--- src/rtl/mem_arb_pkg.sv ---
// mem_arb_pkg: shared types and defaults for the IF/DM memory port arbiter.
// Tie-break policy is selected in the top by ARB_RR_EN.
package mem_arb_pkg;

    localparam int TIMEOUT_DEF = 16;

    typedef enum logic [1:0] {
        IDLE,
        BUSY_IF,
        BUSY_DM,
        RESP
    } arb_state_t;

    typedef enum logic {
        GNT_IF,
        GNT_DM
    } grant_t;

endpackage

--- src/rtl/mem_port_arbiter_tmo.sv ---
// arb_timeout_cnt: counts busy cycles of one memory access.
// expire_o flags the last cycle an access may wait for mem_ack.
module arb_timeout_cnt #(
    parameter int TIMEOUT = 16
) (
    input  logic clk,
    input  logic rst,
    input  logic clr_i,
    input  logic en_i,
    output logic expire_o
);

    localparam int CW = $clog2(TIMEOUT);

    logic [CW-1:0] cnt_q, cnt_d;

    always_comb begin
        cnt_d = cnt_q;
        if (clr_i) begin
            cnt_d = '0;
        end else if (en_i) begin
            cnt_d = cnt_q + 1'b1;
        end
    end

    always_ff @(posedge clk) begin
        if (!rst) begin
            cnt_q <= '0;
        end else begin
            cnt_q <= cnt_d;
        end
    end

    assign expire_o = en_i && (cnt_q == CW'(TIMEOUT - 1));

endmodule

--- src/rtl/mem_port_arbiter.sv ---
// mem_port_arbiter: shares one variable-latency memory between IF and DM.
// Define ARB_RR_EN for round-robin ties; default is fixed DM priority.
module mem_port_arbiter
    import mem_arb_pkg::*;
#(
    parameter int DATA_W  = 32,
    parameter int ADDR_W  = 32,
    parameter int TIMEOUT = TIMEOUT_DEF
) (
    input  logic              clk,
    input  logic              rst,
    input  logic              if_req,
    input  logic [ADDR_W-1:0] if_addr,
    output logic              if_ack,
    output logic [DATA_W-1:0] if_rdata,
    input  logic              dm_req,
    input  logic              dm_we,
    input  logic [ADDR_W-1:0] dm_addr,
    input  logic [DATA_W-1:0] dm_wdata,
    output logic              dm_ack,
    output logic [DATA_W-1:0] dm_rdata,
    output logic              err,
    output logic              mem_req,
    output logic              mem_we,
    output logic [ADDR_W-1:0] mem_addr,
    output logic [DATA_W-1:0] mem_wdata,
    input  logic              mem_ack,
    input  logic [DATA_W-1:0] mem_rdata
);

    arb_state_t        state_q, state_d;
    grant_t            gnt_q, gnt_d;
    logic              we_q, we_d;
    logic [ADDR_W-1:0] addr_q, addr_d;
    logic [DATA_W-1:0] wdata_q, wdata_d;
    logic [DATA_W-1:0] rdata_q, rdata_d;
    logic              err_q, err_d;
    logic              busy, resp, grant, pick_dm, expire;

    assign busy  = (state_q == BUSY_IF) || (state_q == BUSY_DM);
    assign resp  = (state_q == RESP);
    assign grant = (state_q == IDLE) && (if_req || dm_req);

`ifdef ARB_RR_EN
    grant_t last_q, last_d;

    // On a tie the port that lost last time wins.
    assign pick_dm = dm_req && (!if_req || last_q == GNT_IF);

    always_comb begin
        last_d = last_q;
        if (grant) begin
            last_d = pick_dm ? GNT_DM : GNT_IF;
        end
    end

    always_ff @(posedge clk) begin
        if (!rst) begin
            last_q <= GNT_IF;
        end else begin
            last_q <= last_d;
        end
    end
`else
    assign pick_dm = dm_req;
`endif

    always_comb begin
        state_d = state_q;
        gnt_d   = gnt_q;
        we_d    = we_q;
        addr_d  = addr_q;
        wdata_d = wdata_q;
        rdata_d = rdata_q;
        err_d   = err_q;
        unique case (state_q)
            IDLE: begin
                if (grant) begin
                    if (pick_dm) begin
                        gnt_d   = GNT_DM;
                        we_d    = dm_we;
                        addr_d  = dm_addr;
                        wdata_d = dm_wdata;
                        state_d = BUSY_DM;
                    end else begin
                        gnt_d   = GNT_IF;
                        we_d    = 1'b0;
                        addr_d  = if_addr;
                        wdata_d = '0;
                        state_d = BUSY_IF;
                    end
                end
            end
            BUSY_IF, BUSY_DM: begin
                // A late ack on the expiry cycle still counts as success.
                if (mem_ack) begin
                    rdata_d = mem_rdata;
                    err_d   = 1'b0;
                    state_d = RESP;
                end else if (expire) begin
                    rdata_d = '0;
                    err_d   = 1'b1;
                    state_d = RESP;
                end
            end
            RESP: begin
                state_d = IDLE;
            end
            default: begin
                state_d = IDLE;
            end
        endcase
    end

    always_ff @(posedge clk) begin
        if (!rst) begin
            state_q <= IDLE;
            gnt_q   <= GNT_IF;
            we_q    <= 1'b0;
            addr_q  <= '0;
            wdata_q <= '0;
            rdata_q <= '0;
            err_q   <= 1'b0;
        end else begin
            state_q <= state_d;
            gnt_q   <= gnt_d;
            we_q    <= we_d;
            addr_q  <= addr_d;
            wdata_q <= wdata_d;
            rdata_q <= rdata_d;
            err_q   <= err_d;
        end
    end

    arb_timeout_cnt #(
        .TIMEOUT (TIMEOUT)
    ) u_tmo (
        .clk      (clk),
        .rst      (rst),
        .clr_i    (grant),
        .en_i     (busy),
        .expire_o (expire)
    );

    assign mem_req   = busy;
    assign mem_we    = busy && we_q;
    assign mem_addr  = busy ? addr_q : '0;
    assign mem_wdata = busy ? wdata_q : '0;

    assign if_ack   = resp && (gnt_q == GNT_IF);
    assign dm_ack   = resp && (gnt_q == GNT_DM);
    assign if_rdata = if_ack ? rdata_q : '0;
    assign dm_rdata = dm_ack ? rdata_q : '0;
    assign err      = resp && err_q;

endmodule

--- config.mk ---
export PLATFORM = sky130hd
export DESIGN_NAME = mem_port_arbiter
export DESIGN_NICKNAME = d
export VERILOG_FILES = /design/src/rtl/mem_arb_pkg.sv /design/src/rtl/mem_port_arbiter_tmo.sv /design/src/rtl/mem_port_arbiter.sv
export SDC_FILE = /design/constraint.sdc
export NUM_CORES = 1
export LEC_CHECK = 0
export ABC_AREA = 1
export CORE_MARGIN = 2
export CORE_UTILIZATION = 44
export CTS_BUF_LIST = sky130_fd_sc_hd__clkbuf_8
export DETAILED_ROUTE_END_ITERATION = 10
export PLACE_DENSITY = 0.9
export SYNTH_ARGS = -nofsm -noshare
export SYNTH_HDL_FRONTEND = slang
export SYNTH_SLANG_ARGS = --single-unit
export TNS_END_PERCENT = 20
--- constraint.sdc ---
create_clock -name clk -period 2.7 [get_ports clk]
set_clock_uncertainty 0.05 [all_clocks]
set_input_delay 0.54 -clock clk [delete_from_list [all_inputs] [get_ports clk]]
set_output_delay 0.54 -clock clk [all_outputs]
set_load 0.03 [all_outputs]
==> reports/qor.yml, run 1 <==
post-route-period-util: 0.955
grt.total_usage: 0.242
vias_per_cell: 4.66
synthTopCellsByCount: "nand2_1, inv_1, nor2_1"
core_sq_um: 11400
yosys_warnings: 0
ir_drop_uv: 394
cts_max_level: 3
ff2ff_path_depth: 8
fmax_mhz: 388
syn2layout_area_growth_pct: 58.4
dpl.hpwl_um: 11200
avgRoutedWirePerCell_um: 12.9
crit_path_cell_trace: "inv_1 > ha_2 > buf_12 > nand2_1 > inv_1 > dlygate4sd2_1"
path_max_fanout: 55
synth_top_area_frac: 0.411
worstReg2RegStart: "state_q[1]"
grt_pass1_wl_um: 25100
io_buffers: 266
worstPathRequired_ns: 2.11
r2r_slack_ns: 0.73
hp-start: "rst"
syn_avg_cell_area_sq_um: 6.18
die_w_um: 112
routed_wl_um: 15700
setup-tns-final_ns: 0
cts_hold_buf: 0
antenna_found_initial: 0
final_area_sq_um: 8100
holdPathEnd: "err_q"
startpoint_type: "flip-flop"
yosys.cell_count.top_type: "nand2_1"
grt_start_max_net_pins: 66
slew_headroom: 0.488
hold_depth: 3
period_minus_slack_ns: 2.58
ios: 267
syn_nets: 964
cts_tree: "done"
cp_slowest_cell: "dlygate4sd2_1"
synth-seq-cells: 105
fin_ws_ns: 0.122
min_path_type: "in -> reg"
hold_violations: 0
rows: 39
rsz0062_at_grt: "false"
die_h_um: 112
leakagePower_nw: 5.11
cpPeakStageDelay_ns: 0.39
dp_worst_setup_slack_ns: 0.251
yosysTopAreaCell: "dfxtp_1"
powerDensity_nw_per_um2: 654
critPathCaptureType: "output port"
postPlaceCellArea_sq_um: 7800
synth_area_sq_um: 5110
synthArstFlopShare: 0
max_slew.worst_pin.slew_ns: 0.767
r2r_end: "rdata_q[18]"
netlist_instances: 827
cpMostUsedCell: "inv_1"
finalWeightedCongestion: 0.775
ys_top_cells_by_area: "dfxtp_1, nand2_1, inv_1"
fp.dieArea_sq_um: 12500
crit_type: "reg -> out"
ys_seq_area_frac: 0.411
drive_gt1_frac: 0.0438
antenna_left: 0
vias: 5665
status: "finished clean"
cts.clk_slew.worst_paths_ns: 0.09
synth-edff-count: 0
setup_viol: 0
antenna_cells: 0
cts-root-buf: "clkbuf_8"
initial_core_util: 0.450
slew_viol_final: 0
grt_pass1_vias: 5255
numCtsBuffers: 9
final_nets: 1205
drv_cap: 0
remaining_drc_errors: 0
clk_path_buf_depth: 2
ys_types: 21
worstPathArrival_ns: 1.99
clk_latency_ns: 0.36
hold_slack_ns: 0.398
synth_top_flop_cell: "dfxtp_1"
grt_overflow: 0
clock-sinks: 105
drt_first_iter_violations: 358
dr.pass1.iters: 5
placed cells by master (no fill, tap or decap), drive strengths merged, types with 3 or more instances in the layout:
cell,n
nand2,240
inv,147
clkdlybuf4s50,135
nor2,130
dfxtp,105
o21ai,68
dlygate4sd2,60
dlymetal6s2s,59
nand3,40
a21oi,39
buf,25
clkbuf,11
ha,3
final cells by class:
class	instances	area, sq um
multi-input cells	525	2210
repair buffers	280	2840
inverters	147	552
flip-flops and latches	105	2100
clock buffers	11	151
well taps	143	179
clock inverters	5	62.6
fillers	949	3270
power by group:
part	internal, mW	switching [mW]	leakage, nW
Combinational	0.770	1.45	4.15
Clock	0.485	0.553	0.102
Sequential	1.87	0.173	0.862
Total	3.12	2.17	5.11
critical path: cells and delay by family (launching register included):
family,cells,cell delay (ns)
simple gates,1,0.12
fa+ha+maj,1,0.35
flops,1,0.37
buf+inv,4,0.74
flip-flops by register name, summed over array words and instances (netlist names):
| register | cells |
|---|---|
| addr_q | 32 |
| rdata_q | 32 |
| wdata_q | 32 |
| u_tmo.cnt_q | 4 |
| state_q | 2 |
| err_q | 1 |
| gnt_q | 1 |
| we_q | 1 |
how the worst max path moves through the flow:
stage,startpoint,end,slack [ns],depth (start not counted)
after floorplan,state_q[0],mem_wdata[10],0.42,7
after global placement,state_q[1],mem_wdata[29],0.30,6
after detailed placement,state_q[1],mem_wdata[2],0.25,6
after CTS,state_q[1],if_rdata[9],0.007,5
after global routing,state_q[0],mem_wdata[2],0.02,6
final,state_q[1],mem_wdata[2],0.12,6
through the flow:
stage | power (mW) | std cells | util
6_report | 5.30 | 1216 | 0.712
3_3_place_gp | 4.36 | 1200 | 0.686
2_1_floorplan | 3.55 | 827 | -
3_5_place_dp | 4.40 | 1200 | 0.686
5_1_grt | 5.66 | 1216 | 0.712
4_1_cts | 5.33 | 1216 | 0.699
logic make-up (layout without fill, tap and decap cells):
logic type,Yosys count,in the layout,share of synthesized area
buffers and inverters,197,443,0.157
DFF,105,105,0.411
AOI/OAI and AO/OA,108,108,0.109
adders and majority gates,3,3,0.00734
and+or+nand+nor,414,414,0.315
layer usage:
layer / wire length [um] / track usage / part of all wire
met1: 6560 / 0.293 / 0.42
met2: 7780 / 0.424 / 0.50
met3: 1070 / 0.0599 / 0.068
met4: 310 / 0.0741 / 0.020
met5: 0 / 0 / 0
repair_timing:
action | in CTS | in global routing
resized for setup | 61 | 62
setup endpoints to repair | 61 | 62
setup buffers | 0 | 0
No activity file was read; power rests on OpenSTA's default activity.
==> run 2: changes to the inputs <==
--- a/config.mk
+++ b/config.mk
@@ -10,7 +10,7 @@
 export CORE_UTILIZATION = 44
 export CTS_BUF_LIST = sky130_fd_sc_hd__clkbuf_8
 export DETAILED_ROUTE_END_ITERATION = 10
-export PLACE_DENSITY = 0.9
+export PLACE_DENSITY = 0.87
 export SYNTH_ARGS = -nofsm -noshare
 export SYNTH_HDL_FRONTEND = slang
 export SYNTH_SLANG_ARGS = --single-unit
==> run 2 against run 1 <==
- sequential power hardly changed
- combinational power grew 2%
- clock-buffer cell count fell by 1
- final cell count stayed put
- power shrank 1.6%
==> reports/qor.yml, run 2 (synthesized netlist as in run 1, its figures left out) <==
status: "finished clean"
period_minus_slack_ns: 2.57
remaining_drc_errors: 0
antenna_left: 0
fp.dieArea_sq_um: 12500
post-route-period-util: 0.952
reg_top3: "addr_q: 32 flops, rdata_q: 32 flops, wdata_q: 32 flops"
die_w_um: 112
layout_common_cells: "nand2_1, inv_1, clkdlybuf4s50_1"
slew_headroom: 0.268
clk_latency_ns: 0.37
cpLargestDelayFamily: "buffers and inverters"
fin_util: 0.705
cpPeakStageDelay_ns: 0.68
dpl.hpwl_um: 10900
cts-root-buf: "clkbuf_8"
min_path_type: "reg -> reg"
syn2layout_area_growth_pct: 56.6
max_slew.worst_pin.slew_ns: 1.10
powerDensity_nw_per_um2: 651
initial_core_util: 0.450
final_common_cell: "nand2_1"
grt_pass1_wl_um: 24800
vias: 5697
rows: 39
drv_cap: 0
worstPathRequired_ns: 2.11
cts.clk_slew.worst_paths_ns: 0.09
clock-sinks: 105
crit_type: "reg -> out"
dr.pass1.iters: 4
final_nets: 1205
antenna_found_initial: 1
numCtsBuffers: 9
power_mw: 5.21
timing.critical_path.buf_inv: 2
leakagePower_nw: 4.90
grt_pass1_vias: 5412
grt_overflow: 0
cts_hold_buf: 0
grt_start_max_net_pins: 67
routed_wl_um: 15100
grt.total_usage: 0.242
die_h_um: 112
hold_violations: 0
finalWeightedCongestion: 0.826
setup_viol: 0
ir_drop_uv: 476
core_sq_um: 11400
startpoint_type: "flip-flop"
avgRoutedWirePerCell_um: 12.4
setup-tns-final_ns: 0
worstPathArrival_ns: 1.98
drive_gt1_frac: 0.0820
slew_viol_final: 0
rsz0062_at_grt: "false"
antenna_cells: 0
critPathCaptureType: "output port"
path_max_fanout: 10
vias_per_cell: 4.69
crit_path_cell_trace: "ha_1 > nand2_1 > buf_4 > nor2_1 > clkdlybuf4s50_1"
clk_path_buf_depth: 2
cts_tree: "done"
io_buffers: 266
cp_slowest_cell: "clkdlybuf4s50_1"
fmax_mhz: 389
cts_max_level: 3
drt_first_iter_violations: 327
ios: 267
run 2: cell count changes in the layout (fill, tap and decap cells not counted), sizes merged:
cell / delta
clkdlybuf4s50: +6
clkdlybuf4s15: -1
buf: +41
dlymetal6s2s: -5
clkbuf: -1
bufinv: -1
dlygate4sd2: -41
clkinv: +2
run 2: what timing repair did:
| item | 4_1_cts | 5_1_grt |
|---|---|---|
| resized for setup | 19 | 55 |
| pin swaps | 0 | 0 |
| endpoints found under the setup margin | 19 | 55 |
| setup buffers | 0 | 0 |
run 2: area by class of cell:
class,instances,area [sq um]
Fill cell,960,3360
Timing Repair Buffer,280,2790
Multi-Input combinational cell,525,2210
Sequential cell,105,2100
Inverter,147,552
Tap cell,143,179
Clock buffer,10,138
Clock inverter,6,42.5
run 2: worst min-delay path: stages (launching register included):
cell     delay, ns
dfxtp_1       0.32
inv_1         0.05
a21oi_1       0.05
run 2: path summary, 6_finish.rpt:
check / start / end / slack, ns / cells past startpoint
setup reg to reg: state_q[0] / u_tmo.cnt_q[0] / 0.49 / 7
hold / removal: err_q / err_q / 0.40 / 2
setup / recovery: state_q[0] / if_rdata[15] / 0.13 / 5
hold reg to reg: err_q / err_q / 0.40 / 2
run 2: layer usage:
metal,track usage,wire length [um]
met4,0.131,634
met3,0.0593,1210
met1,0.274,6070
met2,0.419,7190
met5,0,0
run 2: per-stage QoR:
stage / setup slack (ns) / std cells / hold WS, ns / area [sq um]
2_1_floorplan: 0.421 / 827 / 0.376 / 5110
3_3_place_gp: 0.149 / 1200 / 0.385 / 7710
3_5_place_dp: 0.0895 / 1200 / 0.394 / 7710
4_1_cts: 0.00720 / 1216 / 0.407 / 7870
5_1_grt: 0.00142 / 1216 / 0.427 / 8010
6_report: 0.130 / 1216 / 0.405 / 8010
run 2: power by group:
group          internal, mW  leakage, nW  switching, mW
logic                 0.805         3.95           1.47
registers              1.87        0.862          0.157
clock network         0.363       0.0887          0.553
total                  3.04         4.90           2.18
==> run 3: changes to the inputs <==
--- a/config.mk
+++ b/config.mk
@@ -7,10 +7,10 @@
 export LEC_CHECK = 0
 export ABC_AREA = 1
 export CORE_MARGIN = 2
-export CORE_UTILIZATION = 44
+export CORE_UTILIZATION = 40
 export CTS_BUF_LIST = sky130_fd_sc_hd__clkbuf_8
 export DETAILED_ROUTE_END_ITERATION = 10
-export PLACE_DENSITY = 0.87
+export PLACE_DENSITY = 0.8
 export SYNTH_ARGS = -nofsm -noshare
 export SYNTH_HDL_FRONTEND = slang
 export SYNTH_SLANG_ARGS = --single-unit
==> constraint.sdc (replaced) <==
create_clock -name clk -period 2.7 [get_ports clk]
set_clock_uncertainty 0.05 [all_clocks]
set_input_delay 0.54 -clock clk [delete_from_list [all_inputs] [get_ports clk]]
set_output_delay 0.54 -clock clk [all_outputs]
set_load 0.005 [all_outputs]
==> run 3 against run 2 <==
- sequential power hardly changed
- die area is 9.6% higher
- first-iteration DRC count increased by 15%
- critical path type unchanged
- highest routed layer unchanged
==> reports/qor.yml, run 3 (synthesized netlist as in run 1, its figures left out) <==
status: "finished clean"
cts.clk_slew.worst_paths_ns: 0.09
worstPathRequired_ns: 2.11
finalWeightedCongestion: 0.773
rows: 41
p_clk_frac: 0.189
ios: 267
cts_tree: "done"
cts_max_level: 3
holdPathEnd: "err_q"
hold_slack_ns: 0.403
power_mw: 5.19
antenna_found_initial: 0
p_int_mw: 3.33
clk_path_buf_depth: 2
vias_per_cell: 4.52
critPathCaptureType: "output port"
avgRoutedWirePerCell_um: 12.5
core_sq_um: 12600
numCtsBuffers: 9
fp.dieArea_sq_um: 13700
final_area_sq_um: 8130
max_slew.worst_pin.slew_ns: 0.957
antenna_cells: 0
grt_start_max_net_pins: 62
final_common_cell: "clkdlybuf4s50_1"
p_seq_frac: 0.393
dpl.hpwl_um: 11200
grt_overflow: 0
layout_common_cells: "clkdlybuf4s50_1, nand2_1, inv_1"
slew_headroom: 0.358
die_h_um: 117
fin_util: 0.647
leakagePower_nw: 3.74
reg_top3: "addr_q: 32 flops, rdata_q: 32 flops, wdata_q: 32 flops"
postPlaceCellArea_sq_um: 7850
r2r_end: "rdata_q[10]"
post-route-period-util: 0.957
grt_pass1_wl_um: 23900
initial_core_util: 0.407
startpoint_type: "flip-flop"
final_nets: 1207
crit_type: "reg -> out"
clock-sinks: 105
r2r_slack_ns: 0.83
period_minus_slack_ns: 2.58
hp-start: "err_q"
worstReg2RegStart: "state_q[0]"
ir_drop_uv: 434
io_buffers: 266
setup-tns-final_ns: 0
cts-root-buf: "clkbuf_8"
syn2layout_area_growth_pct: 59.0
powerDensity_nw_per_um2: 638
min_path_type: "reg -> reg"
grt_pass1_vias: 5052
hold_violations: 0
switching_share: 0.359
p_sw_mw: 1.86
p_comb_frac: 0.418
die_w_um: 117
rsz0062_at_grt: "false"
ff2ff_path_depth: 8
setup_viol: 0
path_max_fanout: 6
cts_hold_buf: 0
routed_wl_um: 15600
dr.pass1.iters: 4
remaining_drc_errors: 0
clk_latency_ns: 0.34
fmax_mhz: 387
antenna_left: 0
drive_gt1_frac: 0.0372
grt.total_usage: 0.216
slew_viol_final: 0
hold_depth: 2
drv_cap: 0
drt_first_iter_violations: 377
vias: 5631
worstPathArrival_ns: 1.99
## run 3: cell count changes in the layout (fill, tap and decap cells not counted), moves of 2 or more
cell and delta:
clkinvlp_4 -2, clkdlybuf4s50_1 +124, nand2_2 +2, dlygate4sd2_1 -19, dlymetal6s2s_1 -54, buf_4 -51
nand2_1 -2, clkbuf_16 +2, inv_1 +2
## run 3: how the worst max path moves through the flow
stage               start            end  slack [ns]
6_report       state_q[0]   mem_addr[15]        0.12
5_1_grt        state_q[0]    if_rdata[1]        0.02
4_1_cts        state_q[1]   dm_rdata[17]        0.05
3_5_place_dp   state_q[1]    mem_addr[2]        0.34
3_3_place_gp   state_q[1]  mem_wdata[22]        0.38
2_1_floorplan  state_q[0]  mem_wdata[10]        0.77
## run 3: worst max-delay path, cell delays in order, from the launching register on
cell and delay (ns):
dfxtp_1 0.37, inv_1 0.08, ha_4 0.36, clkbuf_2 0.20
nand2_1 0.07, inv_1 0.05, clkdlybuf4s50_1 0.53
## run 3: repair_timing
action / in CTS / in global routing
pin swaps: 0 / 1
gates resized for setup: 3 / 2
setup endpoints to repair: 74 / 38
setup buffers: 0 / 2
gates cloned: 0 / 2
## run 3: metal layers
layer	track usage	share of wire	vias up
met1	0.267	0.42	2472
met3	0.0520	0.082	19
li1	-	-	2939
met2	0.370	0.48	201
met5	0	0	-
met4	0.0729	0.017	0
## run 3: power by group through the flow
stage | logic, mW | registers (mW) | clock network [mW]
6_report | 2.17 | 2.04 | 0.982
5_1_grt | 2.42 | 2.07 | 1.06
4_1_cts | 2.04 | 2.04 | 1.00
3_5_place_dp | 2.01 | 2.07 | 0
3_3_place_gp | 1.98 | 2.06 | 0
2_1_floorplan | 1.19 | 2.02 | 0
## run 3: area by class of cell
cell class	instances	area [sq um]
clock buffers	10	138
repair buffers	282	2840
inverters	147	552
fillers	1157	4440
flip-flops and latches	105	2100
clock inverters	6	60.1
multi-input cells	525	2230
well taps	172	215
## run 3: per-stage QoR
stage,setup WS [ns],std cells
5_1_grt,0.0192,1247
6_report,0.117,1247
2_1_floorplan,0.769,827
4_1_cts,0.0541,1243
3_3_place_gp,0.378,1227
3_5_place_dp,0.343,1227
